--- src/rtl/icache_pkg.sv ---
// Purpose: shared state type and address-field helpers for the instruction cache.
// Latency: none; the package holds types and pure functions only.
// Backpressure: none.
//
// The address helpers are shared with the lookup logic. All of them work on a
// 64-bit container. Callers size-cast the result down to their field width.
package icache_pkg;

  typedef enum logic [1:0] {
    IDLE   = 2'd0,
    INVAL  = 2'd1,
    READ   = 2'd2,
    COMMIT = 2'd3
  } fill_state_t;

  // The tag is whatever remains after the byte offset, the word offset and the index.
  function automatic int calc_tag_width(input int addr_w, input int index_w, input int block_w);
    return addr_w - index_w - block_w - 2;
  endfunction

  function automatic logic [63:0] addr_word(input logic [63:0] addr, input int block_w);
    return (addr >> 2) & ((64'd1 << block_w) - 64'd1);
  endfunction

  function automatic logic [63:0] addr_index(input logic [63:0] addr, input int index_w,
                                             input int block_w);
    return (addr >> (block_w + 2)) & ((64'd1 << index_w) - 64'd1);
  endfunction

  function automatic logic [63:0] addr_tag(input logic [63:0] addr, input int index_w,
                                           input int block_w);
    return addr >> (index_w + block_w + 2);
  endfunction

endpackage

--- src/rtl/icache_fill.sv ---
// Purpose: icache line-refill engine. It invalidates the line, bursts the line from memory, then commits tag and valid.
// Latency: miss -> INVAL (1) -> 2**BLOCK_WIDTH READ beats (plus wait cycles) -> COMMIT; o_done is seen at cycle 2+2**BLOCK_WIDTH with zero-wait acks.
// Backpressure: the memory side stalls the burst by withholding i_mem_ack. A new miss is dropped while busy and is not queued.
//
// Ports:
//   i_clock, i_reset (synchronous, active-high)
//   i_miss / i_miss_addr        refill request from lookup, sampled in IDLE only
//   o_busy / o_done             status; o_done pulses for one cycle in COMMIT
//   o_mem_rd / o_mem_addr       word-aligned read request, held until i_mem_ack
//   i_mem_data / i_mem_ack      read return
//   o_cache_wr/_addr/_data      data-array write, driven combinationally in the ack cycle
//   o_tag_wr/_index/o_tag/o_tag_valid   tag-store write (invalidate in INVAL, validate in COMMIT)
// Config: define ICACHE_FILL_CWF_EN for critical-word-first bursts. Otherwise every burst starts at word 0.
module icache_fill
  import icache_pkg::*;
#(
  parameter int ADDR_WIDTH  = 32,
  parameter int DATA_WIDTH  = 32,
  parameter int INDEX_WIDTH = 5,
  parameter int BLOCK_WIDTH = 2,
  localparam int TAG_WIDTH  = calc_tag_width(ADDR_WIDTH, INDEX_WIDTH, BLOCK_WIDTH)
) (
  input  logic                           i_clock,
  input  logic                           i_reset,
  input  logic                           i_miss,
  input  logic [ADDR_WIDTH-1:0]          i_miss_addr,
  output logic                           o_busy,
  output logic                           o_done,
  output logic                           o_mem_rd,
  output logic [ADDR_WIDTH-1:0]          o_mem_addr,
  input  logic [DATA_WIDTH-1:0]          i_mem_data,
  input  logic                           i_mem_ack,
  output logic                           o_cache_wr,
  output logic [INDEX_WIDTH+BLOCK_WIDTH-1:0] o_cache_addr,
  output logic [DATA_WIDTH-1:0]          o_cache_data,
  output logic                           o_tag_wr,
  output logic [INDEX_WIDTH-1:0]         o_tag_index,
  output logic [TAG_WIDTH-1:0]           o_tag,
  output logic                           o_tag_valid
);

  localparam int LINE_WORDS = 2 ** BLOCK_WIDTH;
  localparam logic [BLOCK_WIDTH:0] LAST_BEAT = (BLOCK_WIDTH + 1)'(LINE_WORDS - 1);

  fill_state_t state_q, state_d;

  logic [TAG_WIDTH-1:0]   tag_q;
  logic [INDEX_WIDTH-1:0] index_q;
  logic [BLOCK_WIDTH-1:0] word_q;   // wraps around the line
  logic [BLOCK_WIDTH:0]   beat_q;   // counts acks and ends the burst

  logic                   accept;
  logic                   beat_ack;
  logic [BLOCK_WIDTH-1:0] start_word;

  assign accept   = (state_q == IDLE) && i_miss;
  assign beat_ack = (state_q == READ) && i_mem_ack;

`ifdef ICACHE_FILL_CWF_EN
  assign start_word = BLOCK_WIDTH'(addr_word(64'(i_miss_addr), BLOCK_WIDTH));
`else
  assign start_word = '0;
`endif

  // State register
  always_ff @(posedge i_clock) begin
    if (i_reset) state_q <= IDLE;
    else         state_q <= state_d;
  end

  // Next-state logic
  always_comb begin
    state_d = state_q;
    unique case (state_q)
      IDLE:    if (i_miss) state_d = INVAL;
      INVAL:   state_d = READ;
      READ:    if (i_mem_ack && (beat_q == LAST_BEAT)) state_d = COMMIT;
      COMMIT:  state_d = IDLE;
      default: state_d = IDLE;
    endcase
  end

  // Latched request and burst counters
  always_ff @(posedge i_clock) begin
    if (i_reset) begin
      tag_q   <= '0;
      index_q <= '0;
      word_q  <= '0;
      beat_q  <= '0;
    end else if (accept) begin
      tag_q   <= TAG_WIDTH'(addr_tag(64'(i_miss_addr), INDEX_WIDTH, BLOCK_WIDTH));
      index_q <= INDEX_WIDTH'(addr_index(64'(i_miss_addr), INDEX_WIDTH, BLOCK_WIDTH));
      word_q  <= start_word;
      beat_q  <= '0;
    end else if (beat_ack) begin
      word_q  <= word_q + BLOCK_WIDTH'(1);
      beat_q  <= beat_q + (BLOCK_WIDTH + 1)'(1);
    end
  end

  // Outputs. Address, data and tag fields are zeroed outside their own state.
  always_comb begin
    o_busy       = (state_q != IDLE);
    o_done       = 1'b0;
    o_mem_rd     = 1'b0;
    o_mem_addr   = '0;
    o_cache_wr   = 1'b0;
    o_cache_addr = '0;
    o_cache_data = '0;
    o_tag_wr     = 1'b0;
    o_tag_index  = '0;
    o_tag        = '0;
    o_tag_valid  = 1'b0;
    unique case (state_q)
      INVAL: begin
        o_tag_wr    = 1'b1;
        o_tag_index = index_q;
        o_tag       = tag_q;
      end
      READ: begin
        o_mem_rd   = 1'b1;
        o_mem_addr = {tag_q, index_q, word_q, 2'b00};
        if (i_mem_ack) begin
          o_cache_wr   = 1'b1;
          o_cache_addr = {index_q, word_q};
          o_cache_data = i_mem_data;
        end
      end
      COMMIT: begin
        o_done      = 1'b1;
        o_tag_wr    = 1'b1;
        o_tag_index = index_q;
        o_tag       = tag_q;
        o_tag_valid = 1'b1;
      end
      default: ;
    endcase
  end

endmodule

--- config.mk ---
export PLATFORM = sky130hd
export DESIGN_NAME = icache_fill
export DESIGN_NICKNAME = d
export VERILOG_FILES = /design/src/rtl/icache_pkg.sv /design/src/rtl/icache_fill.sv
export SDC_FILE = /design/constraint.sdc
export NUM_CORES = 1
export LEC_CHECK = 0
export ABC_AREA = 1
export CAP_MARGIN = 25
export CORE_ASPECT_RATIO = 1.1
export CORE_MARGIN = 1
export CORE_UTILIZATION = 33
export DETAILED_ROUTE_END_ITERATION = 6
export GPL_ROUTABILITY_DRIVEN = 0
export PLACE_DENSITY_LB_ADDON = 0.2
export SLEW_MARGIN = 20
export SYNTH_ARGS = -nofsm -noshare
export SYNTH_HDL_FRONTEND = slang
export SYNTH_SLANG_ARGS = --single-unit
--- constraint.sdc ---
create_clock -name i_clock -period 2.4 [get_ports i_clock]
set_clock_uncertainty 0.05 [all_clocks]
set_input_delay 0.72 -clock i_clock [delete_from_list [all_inputs] [get_ports i_clock]]
set_output_delay 0.72 -clock i_clock [all_outputs]
set_load 0.01 [all_outputs]
Word-level counts from Yosys, hierarchy flattened
Index checks and enable logic that the tools add are counted.
- word-level logic and storage cells: 36
- register bits: 35
- output and inout bits: 105
- bits in read-only memories: 0
- bits in writable memories: 0
- input port bits: 68
- memories kept: 0
- latch bits: 0
- divide/modulo/power cells: 0
- reductions and logical operators: 8
- bitwise operators: 0
- $lt $le $gt $ge: 0
- equality and inequality tests: 6
- mux-type cells: 15
- shifts and indexed selects: 0
- multiply operators: 0
- $add $sub $neg: 2
- operators by type and width (operator ; count):
    32-bit 2-to-1 mux ; 3
    23-bit 2-to-1 mux ; 1
    7-bit 2-to-1 mux ; 2
    2-bit one-hot mux with 4 select lines ; 1
    1-bit 2-to-1 mux ; 5
    5-bit 2-to-1 mux ; 1
    2-bit == test (second input constant) ; 2
    2-bit 2-to-1 mux ; 2
    2-bit OR reduction ; 2
    3-bit by 1-bit adder with 3-bit output (second input constant) ; 1
    3-bit by 2-bit == test with 1-bit output (second input constant) ; 1
    1-bit logical AND ; 3
    2-bit by 1-bit adder with 2-bit output (second input constant) ; 1
    2-bit by 1-bit == test with 1-bit output (second input constant) ; 1
    2-bit logical NOT ; 1
    2-bit by 1-bit inequality test with 1-bit output (second input constant) ; 1
    2-bit inequality test (second input constant) ; 1
    2-bit AND reduction ; 1
    2-bit nonzero test ; 1

Depth between registers and ports, before layout
Gate-level depths: netlist (run 1).
- word-level depth: 4
- depth in mapped cells: 10
- gate-level depth less buffers: 7

Least setup slack after synthesis (run 1)
OpenSTA, ideal clock, no wires.
- path kind: register -> output
- start point: reg state_q[0]
- end point: out o_cache_addr[1]
- stages on the path, launching flop included: 9
- data required time: 1.630 ns
- buffers on the path: 4
- arrival time: 1.561 ns
- path slack: 0.069 ns
- cells stage by stage: dfxtp_1 buf_2 buf_2 inv_1 ha_1 buf_4 nand2_4 buf_2 nor2_1
- word-level cells in the longest chain between the ends: 2
- ends and longest elaborated chain (item ; line ; text):
    start, declared ; icache_fill.sv:45 ; fill_state_t state_q, state_d;
    start signal, assigned ; icache_fill.sv:68 ; else state_q <= state_d;
    2-bit == test ; icache_fill.sv:114 ; unique case (state_q)
    7-bit 2-to-1 mux ; icache_fill.sv:114 ;
    end, declared ; icache_fill.sv:34 ; output logic [INDEX_WIDTH+BLOCK_WIDTH-1:0] o_cache_addr,
No other way between the ends.

Worst setup path in the final report (run 1)
- start point: reg state_q[0]
- end point: out o_mem_rd
- word-level cells in the longest chain between the ends: 2
- ends and longest elaborated chain (item ; line ; text):
    2-bit == test ; icache_fill.sv:114 ;
    1-bit 2-to-1 mux ; icache_fill.sv:114 ;
    end, declared ; icache_fill.sv:29 ; output logic o_mem_rd,
No other way between the ends.

==> results of run 1 <==
cells in the final DEF (no fill, tap or decap), types with 2 or more instances in the layout:
cell	Yosys	final
dlygate4sd2_1	0	8
dlymetal6s2s_1	0	29
buf_4	4	9
ha_1	7	5
clkbuf_8	0	5
conb_1	1	2
o21ai_0	28	28
clkbuf_2	1	38
clkdlybuf4s50_1	0	90
inv_2	1	2
nor2_1	90	90
dfxtp_1	35	33
inv_1	104	103
nand2_1	69	69
buf_12	0	4
nand3_1	2	2
buf_6	3	2
a21oi_1	10	10
metrics by stage:
stage                     hold WS [ns]  power [uW]  TNS [ns]  setup slack, ns  instance area [um^2]
after global routing            0.4608        3296         0         0.002658                  3989
final                           0.4189        3023         0          0.07262                  3989
after detailed placement        0.4118        2600    -20.66          -0.5432                  3923
after floorplan                 0.3935        1791         0          0.06913                  2178
after global placement          0.4000        2560    -20.12          -0.5315                  3923
after CTS                       0.4223        3020    -2.153         -0.09616                  4001
cell families after synthesis:
logic type,Yosys count,share of synthesized area [%]
adders and majority gates,7,4.027
DFF,35,32.22
AOI/OAI and AO/OA,40,9.321
buffers and inverters,127,24.22
other,1,0.1724
and+or+nand+nor,167,30.03
power by group:
| part | internal [uW] | total (uW) | switching [uW] |
|---|---|---|---|
| combinational | 844 | 1740 | 898 |
| sequential | 746 | 872 | 126 |
| clock | 203 | 409 | 206 |
cell type report:
cell class                      instances  area (um^2)  area share [%]
Timing Repair Buffer                  182         1729           43.35
Multi-Input combinational cell        216        974.7           24.44
Sequential cell                        35        705.7           17.69
Inverter                              105        394.1           9.881
Tap cell                               80        100.1           2.509
Clock buffer                            6        72.57           1.819
Clock inverter                          2        12.51          0.3137
metal layers:
layer  vias to the layer above  wire length, um
met5                         -                0
met3                        12              392
met2                        87             3484
met4                         0              157
li1                       1393                -
met1                      1151             2618
timing repair:
action	CTS	global route
gates cloned	0	1
pin swaps	0	1
gates resized for setup	62	107
buffers inserted	2	1
setup endpoints to repair	75	77
critical path: cells and delay by family (launching register included):
family | cells | cell delay, ns
flops | 1 | 0.34
fa+ha+maj | 1 | 0.17
buf+inv | 3 | 0.76
worst min path at each step:
stage                   start   endpoint  slack, ns
floorplan           beat_q[2]  beat_q[2]       0.39
finish              beat_q[1]  beat_q[1]       0.42
detailed placement  beat_q[1]  beat_q[1]       0.41
CTS                 beat_q[1]  beat_q[1]       0.42
global route        beat_q[2]  beat_q[2]       0.46
global placement    beat_q[2]  beat_q[2]       0.40
state kept, by name (all words and copies together), names as in the netlist:
signal   count
state_q      2
beat_q       3
tag_q       23
index_q      5
word_q       2
==> metrics.txt, run 1 <==
CTS tree done; Avg Vias per Cell 4.222; DRT Pass-1 Iters 4; fin util 63.63%; hold depth 2; Critical Path Max Stage Delay 0.53 ns; reg2reg start state_q[1]; GRT Max-Usage Layer met2; placed insts 614; met3 usage 4.188%; EDFF count, synth 0; Port Buffers 166; Yosys top cell area share 32.22%; Leakage 0.002777 uW; r2r worst-path depth 6; GRT met2 Usage 38.32%; Netlist Area Pre-Place 0.002175 mm^2; r2r setup slk 0.83 ns; Setup crit end o_mem_rd; first-pass GRT wire length 10,640 um; synth top area cells dfxtp_1 (32%), inv_1 (18%), nor2_1 (16%), nand2_1 (12%), o21ai_0 (6.4%); setup violators final 0; clock root cell clkbuf_8; max_cap viols 0; row cnt 30; routed len/inst 10.63 um; Mean Syn Cell Area 5.768 um^2; CP max stage cell clkdlybuf4s50_1; CP max FO 15; share of cells above drive strength 1 12.82%; cell area power density 757.8 mW/mm^2; 1st-iter DRT viols 72; CP startpoint kind flop; Critical Path RT 1.63 ns; Synth area leader dfxtp_1; HP Class reg2reg; CTS Buf Count 5; crit path from state_q[0]; unique cell type count in the Yosys netlist 22; via count 2,643; area delta synth->final 83.43%; filler cell count 573; status finished, final reports clean; worst path arrival time 1.56 ns; RSZ-0062 raised after global routing false; total grt overflow 0; H-tree depth 2; Finished Layout Cells 626; largest net degree at the start of global routing 24; worst flop-to-flop path endpoint tag_q[22]; period utilisation layout 96.97%; synth cell count leaders inv_1 (104), nor2_1 (90), nand2_1 (69), dfxtp_1 (35), o21ai_0 (28); initial core utilization 34.69%; Async S/R FF share, synth 0%; dominant synthesized flop cell dfxtp_1; # IOs 173; Yosys Warn Count 0; Syn Inst Count 377; CTS sink cnt 35; chip width 79.40 um; Yosys reg bits 35; Detailed Place HPWL 5230 um; Max Buffers Root-to-Sink 2; post-route ant nets 0; number of global-route vias before repair 2,443; core area 0.006269 mm^2; final-report hold violation count 0; met1 global-route usage 19.50%; initial antenna violation count 0; count leader, synth inv_1; Clock Pin Slew Worst Setup and Hold Paths 0.07 ns; Worst-Skew Late Latency 0.28 ns; number of diodes 0; die height 87.14 um; VDD IR max 0.4302 mV; Crit Path Category reg2out; final wirelength 6653 um; Tot GR Track Use 19.34%; final net count 620; Critical Path End Type primary output; die area 0.006919 mm^2; crit path cell chain inv_2 -> ha_4 -> buf_12 -> clkdlybuf4s50_1; final max-slew violation count 0; sequential share of the synthesized area 32.22%; # DRC 0; Post-CTS Hold Fix Bufs 0; Final Critical Period 2.327 ns; f_max 429.7 MHz
Power figures use the tool's default switching activity.
==> run 2, diff against run 1 <==
Settings changed: SLEW_MARGIN 20 to not set.
==> results of run 2 <==
No change in the layout: final DEF, timing and power equal those of run 1.
